[config.mk]
export PLATFORM = sky130hd
export DESIGN_NAME = ultrasound_echo_emulator_flat
export DESIGN_NICKNAME = d
export VERILOG_FILES = /design/src/rtl/ultrasound_echo_emulator_pkg.sv /design/src/rtl/ultrasound_echo_emulator_if.sv /design/src/rtl/ultrasound_echo_emulator_synchronize.sv /design/src/rtl/ultrasound_echo_emulator.sv /design/src/flat_wrapper.sv
export SDC_FILE = /design/constraint.sdc
export NUM_CORES = 1
export LEC_CHECK = 0
export ABC_AREA = 1
export CORE_ASPECT_RATIO = 0.5
export CORE_MARGIN = 5
export CORE_UTILIZATION = 43
export DETAILED_ROUTE_END_ITERATION = 8
export SYNTH_ARGS = -nofsm -noshare
export SYNTH_HDL_FRONTEND = slang
export SYNTH_SLANG_ARGS = --single-unit
[constraint.sdc]
create_clock -name clock -period 4.15 [get_ports clock]
set_input_delay 0.6225 -clock clock [delete_from_list [all_inputs] [get_ports clock]]
set_output_delay 0.6225 -clock clock [all_outputs]
set_load 0.01 [all_outputs]
[src/rtl/ultrasound_echo_emulator_pkg.sv]
`default_nettype none
// ============================================================================
// Module   : ultrasound_echo_emulator_pkg
// Brief    : Shared state encodings, default timing constants and the jitter
//            LFSR step function used by the echo emulator and its calculator.
// Revision : 1.0 - initial release
// ============================================================================
package ultrasound_echo_emulator_pkg;

    // FSM encoding; 5..7 are illegal and recover to IDLE
    typedef enum logic [2:0] {
        ST_IDLE      = 3'd0,
        ST_TRIG_HIGH = 3'd1,
        ST_BURST     = 3'd2,
        ST_ECHO      = 3'd3,
        ST_HOLDOFF   = 3'd4
    } state_t;

    // Default timing at 27 MHz
    localparam int c_trig_min        = 270;      // 10 us trigger
    localparam int c_burst_cycles    = 5400;     // 200 us burst
    localparam int c_holdoff_cycles  = 2700;
    localparam int c_cycles_per_inch = 3996;
    localparam int c_no_object       = 1026000;  // 38 ms

    localparam int         c_cnt_w     = 20;
    localparam logic [7:0] c_lfsr_seed = 8'hA5;

    // One step of the x^8+x^6+x^5+x^4+1 Fibonacci LFSR (shift left)
    function automatic logic [7:0] lfsr_step(input logic [7:0] cur);
        return {cur[6:0], cur[7] ^ cur[5] ^ cur[4] ^ cur[3]};
    endfunction

endpackage
`default_nettype wire

[src/rtl/ultrasound_echo_emulator_if.sv]
`default_nettype none
// ============================================================================
// Module   : ultrasound_echo_emulator_if
// Brief    : Trigger/distance request and echo/status response bundle between
//            the location calculator (master) and the emulator (slave).
// Revision : 1.0 - initial release
// ============================================================================
interface ultrasound_echo_emulator_if;
    logic       trigger;
    logic [7:0] distance;
    logic       echo;
    logic       busy;
    logic [2:0] state;

    modport master (
        output trigger,
        output distance,
        input  echo,
        input  busy,
        input  state
    );

    modport slave (
        input  trigger,
        input  distance,
        output echo,
        output busy,
        output state
    );
endinterface
`default_nettype wire

[src/rtl/ultrasound_echo_emulator_synchronize.sv]
`default_nettype none
// ============================================================================
// Module   : synchronize
// Brief    : Two-flop single-bit synchronizer for an asynchronous input.
// Revision : 1.0 - initial release
// ============================================================================
module synchronize (
    input  wire logic clock,
    input  wire logic reset,
    input  wire logic i_async,
    output logic      o_sync
);
    logic r_meta;
    logic r_sync;

    // Two-stage capture; both stages clear on reset
    always_ff @(posedge clock or posedge reset) begin
        if (reset) begin
            r_meta <= 1'b0;
            r_sync <= 1'b0;
        end else begin
            r_meta <= i_async;
            r_sync <= r_meta;
        end
    end

    assign o_sync = r_sync;
endmodule
`default_nettype wire

[src/rtl/ultrasound_echo_emulator.sv]
`default_nettype none
// ============================================================================
// Module   : ultrasound_echo_emulator
// Brief    : Emulates an ultrasonic ranger. A qualified trigger pulse is
//            followed by a fixed burst delay, then an echo pulse whose width
//            encodes the distance latched at trigger fall, then a holdoff.
//            Optional macro ULTRASOUND_ECHO_JITTER_EN adds 0..255 cycles of
//            LFSR jitter to each echo width.
// Revision : 1.0 - initial release
// ============================================================================
module ultrasound_echo_emulator
    import ultrasound_echo_emulator_pkg::*;
#(
    parameter int TRIG_MIN         = c_trig_min,
    parameter int BURST_CYCLES     = c_burst_cycles,
    parameter int HOLDOFF_CYCLES   = c_holdoff_cycles,
    parameter int CYCLES_PER_INCH  = c_cycles_per_inch,
    parameter int NO_OBJECT_CYCLES = c_no_object
) (
    input  wire logic                  clock,
    input  wire logic                  reset,
    ultrasound_echo_emulator_if.slave  bus
);
    localparam logic [c_cnt_w-1:0] c_trig_min_w  = c_cnt_w'(TRIG_MIN);
    localparam logic [c_cnt_w-1:0] c_burst_last  = c_cnt_w'(BURST_CYCLES - 1);
    localparam logic [c_cnt_w-1:0] c_hold_last   = c_cnt_w'(HOLDOFF_CYCLES - 1);
    localparam logic [c_cnt_w-1:0] c_cpi         = c_cnt_w'(CYCLES_PER_INCH);
    localparam logic [c_cnt_w-1:0] c_no_obj      = c_cnt_w'(NO_OBJECT_CYCLES);

    state_t               r_state;
    state_t               w_state_next;
    logic [c_cnt_w-1:0]   r_count;
    logic [c_cnt_w-1:0]   w_count_next;
    logic                 w_latch;
    logic [7:0]           r_dist;
    logic [c_cnt_w-1:0]   r_width;
    logic [c_cnt_w-1:0]   w_width_base;
    logic [c_cnt_w-1:0]   w_width_calc;
    logic                 r_echo;
    logic                 r_busy;
    logic                 w_trig_s;

    synchronize u_trig_sync (
        .clock   (clock),
        .reset   (reset),
        .i_async (bus.trigger),
        .o_sync  (w_trig_s)
    );

    // Echo width from the latched distance; zero means no object
    assign w_width_base = (r_dist == 8'd0) ? c_no_obj : ({12'd0, r_dist} * c_cpi);

`ifdef ULTRASOUND_ECHO_JITTER_EN
    logic [7:0] r_lfsr;

    // Jitter source advances once per qualified trigger
    always_ff @(posedge clock or posedge reset) begin
        if (reset) begin
            r_lfsr <= c_lfsr_seed;
        end else if (w_latch) begin
            r_lfsr <= lfsr_step(r_lfsr);
        end
    end

    assign w_width_calc = w_width_base + {12'd0, r_lfsr};
`else
    assign w_width_calc = w_width_base;
`endif

    // State register
    always_ff @(posedge clock or posedge reset) begin
        if (reset) begin
            r_state <= ST_IDLE;
        end else begin
            r_state <= w_state_next;
        end
    end

    // Next-state and counter decisions, driven only by the synchronized trigger
    always_comb begin
        w_state_next = r_state;
        w_count_next = r_count;
        w_latch      = 1'b0;
        case (r_state)
            ST_IDLE: begin
                if (w_trig_s) begin
                    w_state_next = ST_TRIG_HIGH;
                    w_count_next = c_cnt_w'(1);
                end
            end
            ST_TRIG_HIGH: begin
                if (w_trig_s) begin
                    if (r_count < c_trig_min_w) begin
                        w_count_next = r_count + c_cnt_w'(1);
                    end
                end else if (r_count >= c_trig_min_w) begin
                    w_state_next = ST_BURST;
                    w_count_next = '0;
                    w_latch      = 1'b1;
                end else begin
                    w_state_next = ST_IDLE;
                    w_count_next = '0;
                end
            end
            ST_BURST: begin
                if (r_count >= c_burst_last) begin
                    w_state_next = ST_ECHO;
                    w_count_next = '0;
                end else begin
                    w_count_next = r_count + c_cnt_w'(1);
                end
            end
            ST_ECHO: begin
                if (r_count >= (r_width - c_cnt_w'(1))) begin
                    w_state_next = ST_HOLDOFF;
                    w_count_next = '0;
                end else begin
                    w_count_next = r_count + c_cnt_w'(1);
                end
            end
            ST_HOLDOFF: begin
                // Count saturates; leaving waits for the trigger to be released
                if (r_count >= c_hold_last) begin
                    if (!w_trig_s) begin
                        w_state_next = ST_IDLE;
                        w_count_next = '0;
                    end
                end else begin
                    w_count_next = r_count + c_cnt_w'(1);
                end
            end
            default: begin
                w_state_next = ST_IDLE;
                w_count_next = '0;
            end
        endcase
    end

    // Datapath: counter, distance latch, width capture and registered outputs
    always_ff @(posedge clock or posedge reset) begin
        if (reset) begin
            r_count <= '0;
            r_dist  <= 8'd0;
            r_width <= '0;
            r_echo  <= 1'b0;
            r_busy  <= 1'b0;
        end else begin
            r_count <= w_count_next;
            r_echo  <= (w_state_next == ST_ECHO);
            r_busy  <= (w_state_next != ST_IDLE);
            if (w_latch) begin
                r_dist <= bus.distance;
            end
            if ((r_state == ST_BURST) && (r_count == '0)) begin
                r_width <= w_width_calc;
            end
        end
    end

    assign bus.echo  = r_echo;
    assign bus.busy  = r_busy;
    assign bus.state = r_state;
endmodule
`default_nettype wire

[src/flat_wrapper.sv]
// flat-port wrapper written by rule: the top's interface ports become plain ports
module ultrasound_echo_emulator_flat import ultrasound_echo_emulator_pkg::*;
#(
    parameter int TRIG_MIN         = c_trig_min,
    parameter int BURST_CYCLES     = c_burst_cycles,
    parameter int HOLDOFF_CYCLES   = c_holdoff_cycles,
    parameter int CYCLES_PER_INCH  = c_cycles_per_inch,
    parameter int NO_OBJECT_CYCLES = c_no_object
)
  (clock, reset, bus_trigger, bus_distance, bus_echo, bus_busy, bus_state);
  ultrasound_echo_emulator_if bus_i ();
  input  wire logic clock;
  input  wire logic reset;
  input wire logic [$bits(bus_i.trigger)-1:0] bus_trigger;
  input wire logic [$bits(bus_i.distance)-1:0] bus_distance;
  output wire logic [$bits(bus_i.echo)-1:0] bus_echo;
  output wire logic [$bits(bus_i.busy)-1:0] bus_busy;
  output wire logic [$bits(bus_i.state)-1:0] bus_state;
  assign bus_i.trigger = bus_trigger;
  assign bus_i.distance = bus_distance;
  assign bus_echo = bus_i.echo;
  assign bus_busy = bus_i.busy;
  assign bus_state = bus_i.state;
  ultrasound_echo_emulator #(.TRIG_MIN(TRIG_MIN), .BURST_CYCLES(BURST_CYCLES), .HOLDOFF_CYCLES(HOLDOFF_CYCLES), .CYCLES_PER_INCH(CYCLES_PER_INCH), .NO_OBJECT_CYCLES(NO_OBJECT_CYCLES)) u_core (.clock(clock), .reset(reset), .bus(bus_i));
endmodule
==> results.yml <==
drt:
  firstDrtPassIters: 5
  drc_errors: 0
  avgRoutedWirePerCell_um: 14.2
  first_iter_violations: 268
  vias: 4842
  antenna_left: 0
  vias_per_cell: 5.09
  routed_wirelength_um: 13500
synth:
  synth_edf_count: 0
  yosysSeqAreaShare_pct: 23.6
  syn_area_per_cell_um2: 7.37
  syn_area_um2: 5610
  synthAdderAreaFrac_pct: 24.4
  synth_flop_cell: "dfrtp_1"
  muxShareOfSynthArea_pct: 0
  synth_nets: 866
  synth_compound_area_share_pct: 9.03
  synth_cells: 761
  ys_warn_count: 0
  synth_top_family_by_area: "simple AND/OR/NAND/NOR gates"
  yosysUniqueCellTypes: 43
  synthXorXnorAreaFrac_pct: 4.21
  synth_seq_cells: 53
  async_flop_share_pct: 100
  synthSimpleGateAreaFrac_pct: 27.7
clocking:
  cts_hold_buf: 0
  clk_pin_slew_ns: 0.08
  clock_latency_ns: 0.30
  cts.sinks: 53
  cts-root-buf: "clkbuf_16"
  htree_num_levels: 2
  clockBufferDepth: 2
  cts_buffers: 5
  cts_tree: "done"
sta:
  layout_setup_ws_ns: 0.230
  final-setup-viol-count: 0
  hold_viol_final: 0
  slew_headroom_pct: 44.8
  slew_viol_final: 0
  tightest_slew_ns: 0.827
  period_minus_slack_ns: 3.92
  tns_ns: 0
  hold_ws_ns: 0.352
  fmax_ghz: 0.255
  skew_ns: 0.0139
  rsz0062_at_grt: "false"
  fin_crit_sh_pct: 94.5
cells_and_area:
  regArea_um2: 1330
  multi_input_area_um2: 3710
  drive_above_1_share_pct: 7.17
  final_util_pct: 48.7
  antenna_cells: 0
  fin_nets: 885
  syn2layout_area_growth_pct: 10.5
  fillCellCount: 1262
worst_setup_path:
  crit_fanout: 7
  end_kind: "flop"
  slowest_delay_ns: 0.54
  startpoint_type: "flop"
  r2r_start: "u_core.r_dist[5]$_DFFE_PP0P_"
  crit_arrival_ns: 4.10
  cp_cell_sequence: "buf_4, ha_1, ha_1, inv_1, fa_1, fa_1, inv_1, ha_1, a21oi_2, o21ai_2, nand2_1, nand2_1, nand3_1, nand2_1, a21oi_1, o21ai_0, o21ai_0, inv_1"
  cp_slowest_cell: "fa_1"
  critPathRequiredTime_ns: 4.33
  crit_path_start: "u_core.r_dist[5]$_DFFE_PP0P_"
  worstSetupPathType: "reg -> reg"
global_route:
  grt_remaining_overflow: 0
  gr-usage-all-layers_pct: 18.0
  grt_pass1_vias: 4665
  grt_max_degree: 38
  antenna_found_initial: 0
  grt_pass1_wl_um: 23000
power:
  power.switching_uw: 816
  power_density_nw_per_um2: 330
  p_int_mw: 1.23
  clockPowerShare_pct: 26.7
  seq_power_share_pct: 26.2
  combPwrFrac_pct: 47.1
  peakVddDrop_v: 0.000179
  swShare_pct: 39.8
  leakage_nw: 3.43
flow_run:
  cap_violations: 0
die:
  num_io_pins: 16
  rows: 29
  die_h_um: 90.8
  initial_utilization_pct: 44.1
  die_x_um: 172
  die-area_um2: 15600
  design.core.area_um2: 12700
worst_hold_path:
  hp-start: "u_core.u_trig_sync.r_meta$_DFF_PP0_"
  min_path_type: "reg -> reg"
place:
  place.port_buffers: 15
  routabilityCongestion: 0.915
  dpl.hpwl_um: 11000
  pre_cts_slack_ns: 0.0139
status:
  outcome: "finished clean"
-- stage by stage --
stage	total power, mW	cell area (um2)	instances
floorplan	1.24	5610	761
global placement	1.47	5960	942
detailed placement	1.47	5960	942
CTS	2.02	6150	950
global route	2.23	6200	951
finish	2.05	6200	951
-- cells by family (layout without fill, tap and decap cells) --
group	count (synthesis)	in the layout
buf+inv	157	177
xor+xnor	27	27
compound gates	90	90
simple gates	340	340
flops	53	53
fa+ha+maj	94	94
-- layer usage --
metal	GRT usage (%)	vias up	part of all wire, %
met3	2.32	11	3.6
met2	29.1	94	46
met4	3.23	0	0.78
met5	0	-	0
met1	26.0	2261	50
li1	-	2476	-
-- registers in the layout (all words and copies together) (netlist names) --
register / flops
u_core.r_dist: 8
u_core.r_width: 18
u_core.u_trig_sync.o_sync: 1
u_core.r_count: 20
u_core.u_trig_sync.r_meta: 1
u_core.bus.echo: 1
u_core.bus.busy: 1
u_core.bus.state: 3
-- repair_timing --
item,CTS,global route
pin swaps,0,1
endpoints found under the setup margin,1,7
gates cloned,0,0
setup buffers,0,1
gates resized for setup,1,15
-- layout make-up --
class / instances / area share, %
multi-input combinational: 551 / 59.9
tap: 170 / 3.43
clock inverter: 3 / 1.05
timing repair buffer: 22 / 3.27
clock buffer: 5 / 2.02
sequential: 53 / 21.4
inverter: 147 / 8.94
-- critical path, delay by kind of cell (launching register included) --
kind	cells	cell delay [ns]
flops	1	0.40
buf+inv	4	0.33
fa+ha+maj	5	2.04
simple gates	4	0.33
compound gates	5	0.69
-- power groups by stage --
stage | clock [mW] | sequential [mW] | combinational (mW)
CTS | 0.555 | 0.537 | 0.927
global placement | 0 | 0.546 | 0.928
floorplan | 0 | 0.543 | 0.698
finish | 0.548 | 0.537 | 0.964
global route | 0.577 | 0.538 | 1.12
detailed placement | 0 | 0.547 | 0.919
-- cells in the mapped netlist, types with 4 or more instances --
master    instances  area (um2)
buf_2             7        35.0
nand2_1         157         589
dfrtp_1          53        1330
a22oi_1           4        30.0
inv_1           141         529
a21oi_1          36         180
nand3b_1          6        45.0
nand3_1          52         260
o21ai_0          27         135
xnor2_1           5        43.8
o22ai_1           5        31.3
xor2_1           22         193
nor2_1           75         282
o21ai_1           5        25.0
ha_1             68         851
nor3_1            8        40.0
inv_2             5        18.8
nand4_1          22         138
fa_1             26         521
or2_2             4        25.0
-- layout by cell type, fill, tap and decap left out, types with 22 or more instances in the layout --
master / count
o21ai_0: 24
nand2_1: 156
nand4_1: 22
inv_1: 139
a21oi_1: 32
ha_1: 64
xor2_1: 22
nand3_1: 52
nor2_1: 75
dfrtp_1: 52
fa_1: 25
-- final timing paths --
kind	endpoint	slack (ns)	depth (start not counted)
max	u_core.r_width[19]$_DFFE_PP0P_	0.23	18
min	u_core.u_trig_sync.o_sync$_DFF_PP0_	0.35	0
max reg2reg	u_core.r_width[19]$_DFFE_PP0P_	0.23	18
min reg2reg	u_core.u_trig_sync.o_sync$_DFF_PP0_	0.35	0
max in group asynchronous	u_core.r_count[13]$_DFFE_PP0P_	2.60	3
min in group asynchronous	u_core.r_width[5]$_DFFE_PP0P_	0.80	2
Power figures use the tool's default switching activity.
